## src/rtl/alu_sweep_ctrl.sv

```systemverilog
`default_nettype none
// ============================================================================
// Module   : alu_sweep_ctrl
// Purpose  : Latches two operands, sweeps an external ALU through add, sub,
//            and, or, and streams each (op, result) pair over a valid/ready
//            interface. Optional result self-check enabled by the macro
//            ALU_SWEEP_CHECK_EN (sticky err flag).
// Revision : 1.0 - initial release
// ============================================================================
module alu_sweep_ctrl #(
    parameter int WIDTH = 4
) (
    input  logic             clk,
    input  logic             rst,
    input  logic             start,
    input  logic [WIDTH-1:0] a_in,
    input  logic [WIDTH-1:0] b_in,
    output logic [WIDTH-1:0] alu_a,
    output logic [WIDTH-1:0] alu_b,
    output logic [1:0]       alu_op,
    input  logic [WIDTH-1:0] alu_result,
    output logic             res_valid,
    input  logic             res_ready,
    output logic [1:0]       res_op,
    output logic [WIDTH-1:0] res_data,
    output logic             busy,
    output logic             done,
    output logic             err
);

    typedef enum logic [1:0] {
        S_IDLE  = 2'd0,
        S_DRIVE = 2'd1,
        S_OUT   = 2'd2,
        S_DONE  = 2'd3
    } state_t;

    localparam logic [1:0] c_LAST_OP = 2'd3;

    state_t           r_state_q,     w_state_d;
    logic [WIDTH-1:0] r_alu_a_q,     w_alu_a_d;
    logic [WIDTH-1:0] r_alu_b_q,     w_alu_b_d;
    logic [1:0]       r_alu_op_q,    w_alu_op_d;
    logic [WIDTH-1:0] r_res_data_q,  w_res_data_d;
    logic [1:0]       r_res_op_q,    w_res_op_d;
    logic             r_res_valid_q, w_res_valid_d;
    logic             r_busy_q,      w_busy_d;
    logic             r_done_q,      w_done_d;

    always_comb begin
        w_state_d    = r_state_q;
        w_alu_a_d    = r_alu_a_q;
        w_alu_b_d    = r_alu_b_q;
        w_alu_op_d   = r_alu_op_q;
        w_res_data_d = r_res_data_q;
        w_res_op_d   = r_res_op_q;
        case (r_state_q)
            S_IDLE: begin
                if (start) begin
                    w_alu_a_d  = a_in;
                    w_alu_b_d  = b_in;
                    w_alu_op_d = 2'd0;
                    w_state_d  = S_DRIVE;
                end
            end
            S_DRIVE: begin
                w_res_data_d = alu_result;
                w_res_op_d   = r_alu_op_q;
                w_state_d    = S_OUT;
            end
            S_OUT: begin
                if (res_ready) begin
                    if (r_res_op_q != c_LAST_OP) begin
                        w_alu_op_d = r_alu_op_q + 2'd1;
                        w_state_d  = S_DRIVE;
                    end else begin
                        w_state_d  = S_DONE;
                    end
                end
            end
            default: w_state_d = S_IDLE;
        endcase
        // Status outputs are registered copies of the next state
        w_res_valid_d = (w_state_d == S_OUT);
        w_done_d      = (w_state_d == S_DONE);
        w_busy_d      = (w_state_d != S_IDLE);
    end

    always_ff @(posedge clk) begin
        if (rst) begin
            r_state_q     <= S_IDLE;
            r_alu_a_q     <= '0;
            r_alu_b_q     <= '0;
            r_alu_op_q    <= 2'd0;
            r_res_data_q  <= '0;
            r_res_op_q    <= 2'd0;
            r_res_valid_q <= 1'b0;
            r_busy_q      <= 1'b0;
            r_done_q      <= 1'b0;
        end else begin
            r_state_q     <= w_state_d;
            r_alu_a_q     <= w_alu_a_d;
            r_alu_b_q     <= w_alu_b_d;
            r_alu_op_q    <= w_alu_op_d;
            r_res_data_q  <= w_res_data_d;
            r_res_op_q    <= w_res_op_d;
            r_res_valid_q <= w_res_valid_d;
            r_busy_q      <= w_busy_d;
            r_done_q      <= w_done_d;
        end
    end

    assign alu_a     = r_alu_a_q;
    assign alu_b     = r_alu_b_q;
    assign alu_op    = r_alu_op_q;
    assign res_data  = r_res_data_q;
    assign res_op    = r_res_op_q;
    assign res_valid = r_res_valid_q;
    assign busy      = r_busy_q;
    assign done      = r_done_q;

`ifdef ALU_SWEEP_CHECK_EN
    logic [WIDTH-1:0] w_expect;
    logic             w_err_d;
    logic             r_err_q;

    always_comb begin
        case (r_alu_op_q)
            2'd0:    w_expect = r_alu_a_q + r_alu_b_q;
            2'd1:    w_expect = r_alu_a_q - r_alu_b_q;
            2'd2:    w_expect = r_alu_a_q & r_alu_b_q;
            default: w_expect = r_alu_a_q | r_alu_b_q;
        endcase
        w_err_d = r_err_q | ((r_state_q == S_DRIVE) && (alu_result != w_expect));
    end

    always_ff @(posedge clk) begin
        if (rst) begin
            r_err_q <= 1'b0;
        end else begin
            r_err_q <= w_err_d;
        end
    end

    assign err = r_err_q;
`else
    assign err = 1'b0;
`endif

endmodule
`default_nettype wire

```

## config.mk

```make
export PLATFORM = sky130hd
export DESIGN_NAME = alu_sweep_ctrl
export DESIGN_NICKNAME = d
export VERILOG_FILES = /design/src/rtl/alu_sweep_ctrl.sv
export SDC_FILE = /design/constraint.sdc
export NUM_CORES = 1
export LEC_CHECK = 0
export BUFFER_PORTS_ARGS = -buffer_cell sky130_fd_sc_hd__buf_2
export CELL_PAD_IN_SITES_DETAIL_PLACEMENT = 0
export CELL_PAD_IN_SITES_GLOBAL_PLACEMENT = 1
export CORE_ASPECT_RATIO = 0.8
export CORE_UTILIZATION = 35
export CTS_CLUSTER_DIAMETER = 40
export DETAILED_ROUTE_END_ITERATION = 12
export GPL_ROUTABILITY_DRIVEN = 0
export HOLD_SLACK_MARGIN = 0.1
export MAX_ROUTING_LAYER = met4
export PLACE_DENSITY_LB_ADDON = 0.15
export SYNTH_ARGS = -nofsm -noshare
export SYNTH_HDL_FRONTEND = slang
export SYNTH_SLANG_ARGS = --single-unit
```

## constraint.sdc

```tcl
create_clock -name clk -period 2.2 [get_ports clk]
set_input_delay 0.11 -clock clk [delete_from_list [all_inputs] [get_ports clk]]
set_output_delay 0.11 -clock clk [all_outputs]
set_load 0.01 [all_outputs]
```

==> results by group <==
Yosys
  • Synth Area in XOR/XNOR: 0%
  • Ys Warns: 0
  • Synth cell types: 23
  • Sequential area share after synthesis: between 50% and 60%
  • Share of the synthesized area in the top cell type: between 50% and 60%
  • Mapped Avg Cell Area: about 10 µm²
  • Post-Syn Nets: 94
  • Ranking of synthesized cells by area: dfxtp_1 (52%), mux2i_1 (18%), nor2_1 (7.4%)
  • Post-Synthesis Cells: 78
  • Post-Syn Area: 813 µm²
  • Synth Area in Adders: 0%
  • Multiplexer share of the synthesized area: roughly a fifth
  • Largest family of logic cells by synthesized area: multiplexers
  • Register bit total from synthesis: 21
  • Post-synthesis simple-gate area fraction: between 10% and 20%
  • Area leader, netlist: dfxtp_1
  • Synth Area in Compound Gates: 4.77%

Power
  • Power, Total: approximately 700 µW
  • Lkg Pwr: 0.576 nW
  • Sw power: 185 µW
  • Worst IR Drop VDD: just under 0.6 mV
  • Clock power frac: 25.8%
  • Combinational cell fraction of total power: 16.7%
  • Internal power: ~530 µW
  • Sequential share of power: a little under three fifths
  • Power per standard cell area: 628 nW/µm²
  • Switching portion of total power: approximately a quarter

Clocking
  • Worst-Skew Late Latency: 0.30 ns
  • H-tree depth: 1
  • Maximum root-to-sink buffer count: 2
  • CTS Sinks: 21
  • Clk root buf: clkbuf_4
  • Setup bufs post-CTS: 0
  • PostCTS Resize Cnt: 0
  • CTS buffer count: 3
  • Hold_buf cts: 13
  • CTS clock-pin slew for the worst setup and hold paths: ~0.12 ns
  • CTS tree: built

Critical path
  • Setup CP Type: reg2reg
  • Critical Path Start: r_state_q[1]
  • Worst r2r src: r_state_q[1]
  • Type of origin of the critical path: flop
  • Worst-path maximum fanout: 9
  • Slowest cell on crit path: nor3b_2
  • Critical path required time: roughly 2.4 ns
  • CP delay by family, top: simple AND/OR/NAND/NOR gates
  • Path depth of the worst reg2reg path: 4
  • Setup crit end kind: flop
  • Crit path buf inv count: 1
  • WP depth: 4
  • R2r endpoint: alu_b[2]
  • Critical path endpoint: alu_b[2]
  • Crit-path max cell delay: roughly 0.52 ns
  • Critical path, cell by cell: nor3b_2, buf_4, mux2i_1, nor2_1
  • Critical path arrival: between 1.5 and 2 ns
  • R2R Setup Slk: roughly 0.68 ns

Drt
  • DR pass1 iterations: 2
  • Vias per cell: approximately 4.7
  • Starting DRT DRC Count: 7
  • Vias: between 600 and 700
  • Drt total wl: between 1500 and 2000 µm
  • Antenna Nets Post-Route: 0
  • Routed len/inst: around 11 µm
  • # DRC: 0

Die
  • Die Wd: 55.9 µm
  • # IOs: 36
  • DIE HEIGHT: ~45 µm
  • Starting Density: 37.4%
  • Core Area: roughly 2200 µm²
  • Die ar.: 2520 µm²
  • Rows: 15

Timing
  • Min Tclk post-route: 1.52 ns
  • Setup TNS: 0 ns
  • Clock skew: ~0.0055 ns
  • Fmax: around 0.66 GHz
  • Measured slew at the worst slew-check pin: 0.546 ns
  • Final WS setup: slightly below 0.7 ns
  • Slew margin rel.: 63.4%
  • Unrepaired setup endpoints after global routing: false
  • Final period util: between 60 and 70%
  • Slew Limit Fails: 0
  • Hold WS: ~0.15 ns
  • Final setup violation count: 0
  • Final Hold Viols: 0

Cells and area
  • Fin nets: approximately 140
  • Layout cells sized above 1: about a third
  • Final core utilization: a little over half
  • Fill cell count: just over 200
  • Synth-to-Final Area Change: 40.8%
  • Diodes inserted: 0

Global route
  • First-pass GRT wire length: 2670 µm
  • Number of global-route vias before repair: 619
  • Pin count of the biggest net entering global routing: 23
  • Total congestion overflow: 0
  • Initial antenna violation count: 0
  • Tot GR Track Use: 14.5%

Flow run
  • Max Cap Viol: 0

Run status
  • Outcome: complete, no violations

Min path
  • Hold Path Class: in2reg

Placed design
  • PortBufs: 34
  • Placed wire-length estimate: 1070 µm
  • Placement Setup Slack: just under 0.7 ns
-- power groups by stage --
stage / Sequential, mW / Clock (mW) / Combinational, mW
floorplan: 0.429 / 0 / 0.0603
global placement: 0.422 / 0 / 0.102
detailed placement: 0.422 / 0 / 0.103
CTS: 0.414 / 0.199 / 0.121
global route: 0.417 / 0.219 / 0.131
finish: 0.414 / 0.186 / 0.120
-- how the worst min path moves through the flow --
stage	depth (start not counted)	from	to	slack, ns
6_report	3	start	r_state_q[0]	0.15
5_1_grt	3	start	r_state_q[0]	0.14
3_5_place_dp	3	a_in[3]	alu_a[3]	0.36
3_3_place_gp	3	alu_result[0]	res_data[0]	0.34
4_1_cts	3	start	r_state_q[0]	0.14
2_1_floorplan	2	alu_result[0]	res_data[0]	0.25
-- logic make-up (layout without fill, tap and decap cells) --
logic type | Yosys count | count (layout)
DFF | 21 | 21
other | 1 | 1
AOI/OAI and AO/OA | 6 | 6
buffers and inverters | 6 | 52
and+or+nand+nor | 28 | 28
muxes | 16 | 16
-- metrics by stage --
step	cell area, µm²	cells
final	1140	149
after global routing	1140	149
after CTS	1140	149
after detailed placement	987	132
after global placement	987	132
after floorplan	813	78
-- cells in the mapped netlist, drive strengths merged --
cell	count
nor3	2
buf	5
nor3b	3
clkbuf	1
nand3	1
or3b	1
mux2i	15
a21oi	2
a211oi	1
nor2	16
nor2b	1
o21ai	1
conb	1
mux2	1
nand2b	2
nand2	1
a31oi	1
a21bo	1
dfxtp	21
and4bb	1
-- per-layer routing --
metal	global-route usage (%)	share of wire, %	up-vias	routed length (µm)
met4	2.93	0	0	0
met3	6.30	6.4	0	104
met5	-	0	-	0
li1	-	-	360	-
met2	24.3	49	20	794
met1	16.5	44	314	714
-- state kept, by name (all words and copies together) (netlist names) --
signal	count
alu_a	4
alu_b	4
alu_op	2
res_op	2
done	1
res_valid	1
r_state_q	2
busy	1
res_data	4
-- worst min-delay path, stage by stage --
cell	delay (ns)
buf_2	0.12
mux2i_1	0.13
nor3_1	0.06
-- cell type report --
class / count / area [µm²] / area share (%)
flip-flops and latches: 21 / 420 / 36.7
multi-input cells: 51 / 358 / 31.3
repair buffers: 48 / 308 / 26.9
well taps: 25 / 31.3 / 2.73
clock buffers: 3 / 22.5 / 1.97
clock inverters: 1 / 5.00 / 0.437
-- cell usage in the layout (no fill, tap or decap) --
cell type	count
nand2_1	1
a21oi_1	2
mux2_2	1
nand2b_1	2
nor2b_4	1
nor2_1	16
nor3b_1	2
buf_2	34
dlygate4sd3_1	13
o21ai_0	1
a31oi_1	1
nor3_1	2
a211oi_1	1
clkbuf_4	3
and4bb_1	1
buf_4	1
a21bo_1	1
nor3b_2	1
dfxtp_1	21
conb_1	1
nand3_1	1
clkinv_2	1
or3b_1	1
mux2i_1	15
(Power assumes the default switching activity.)
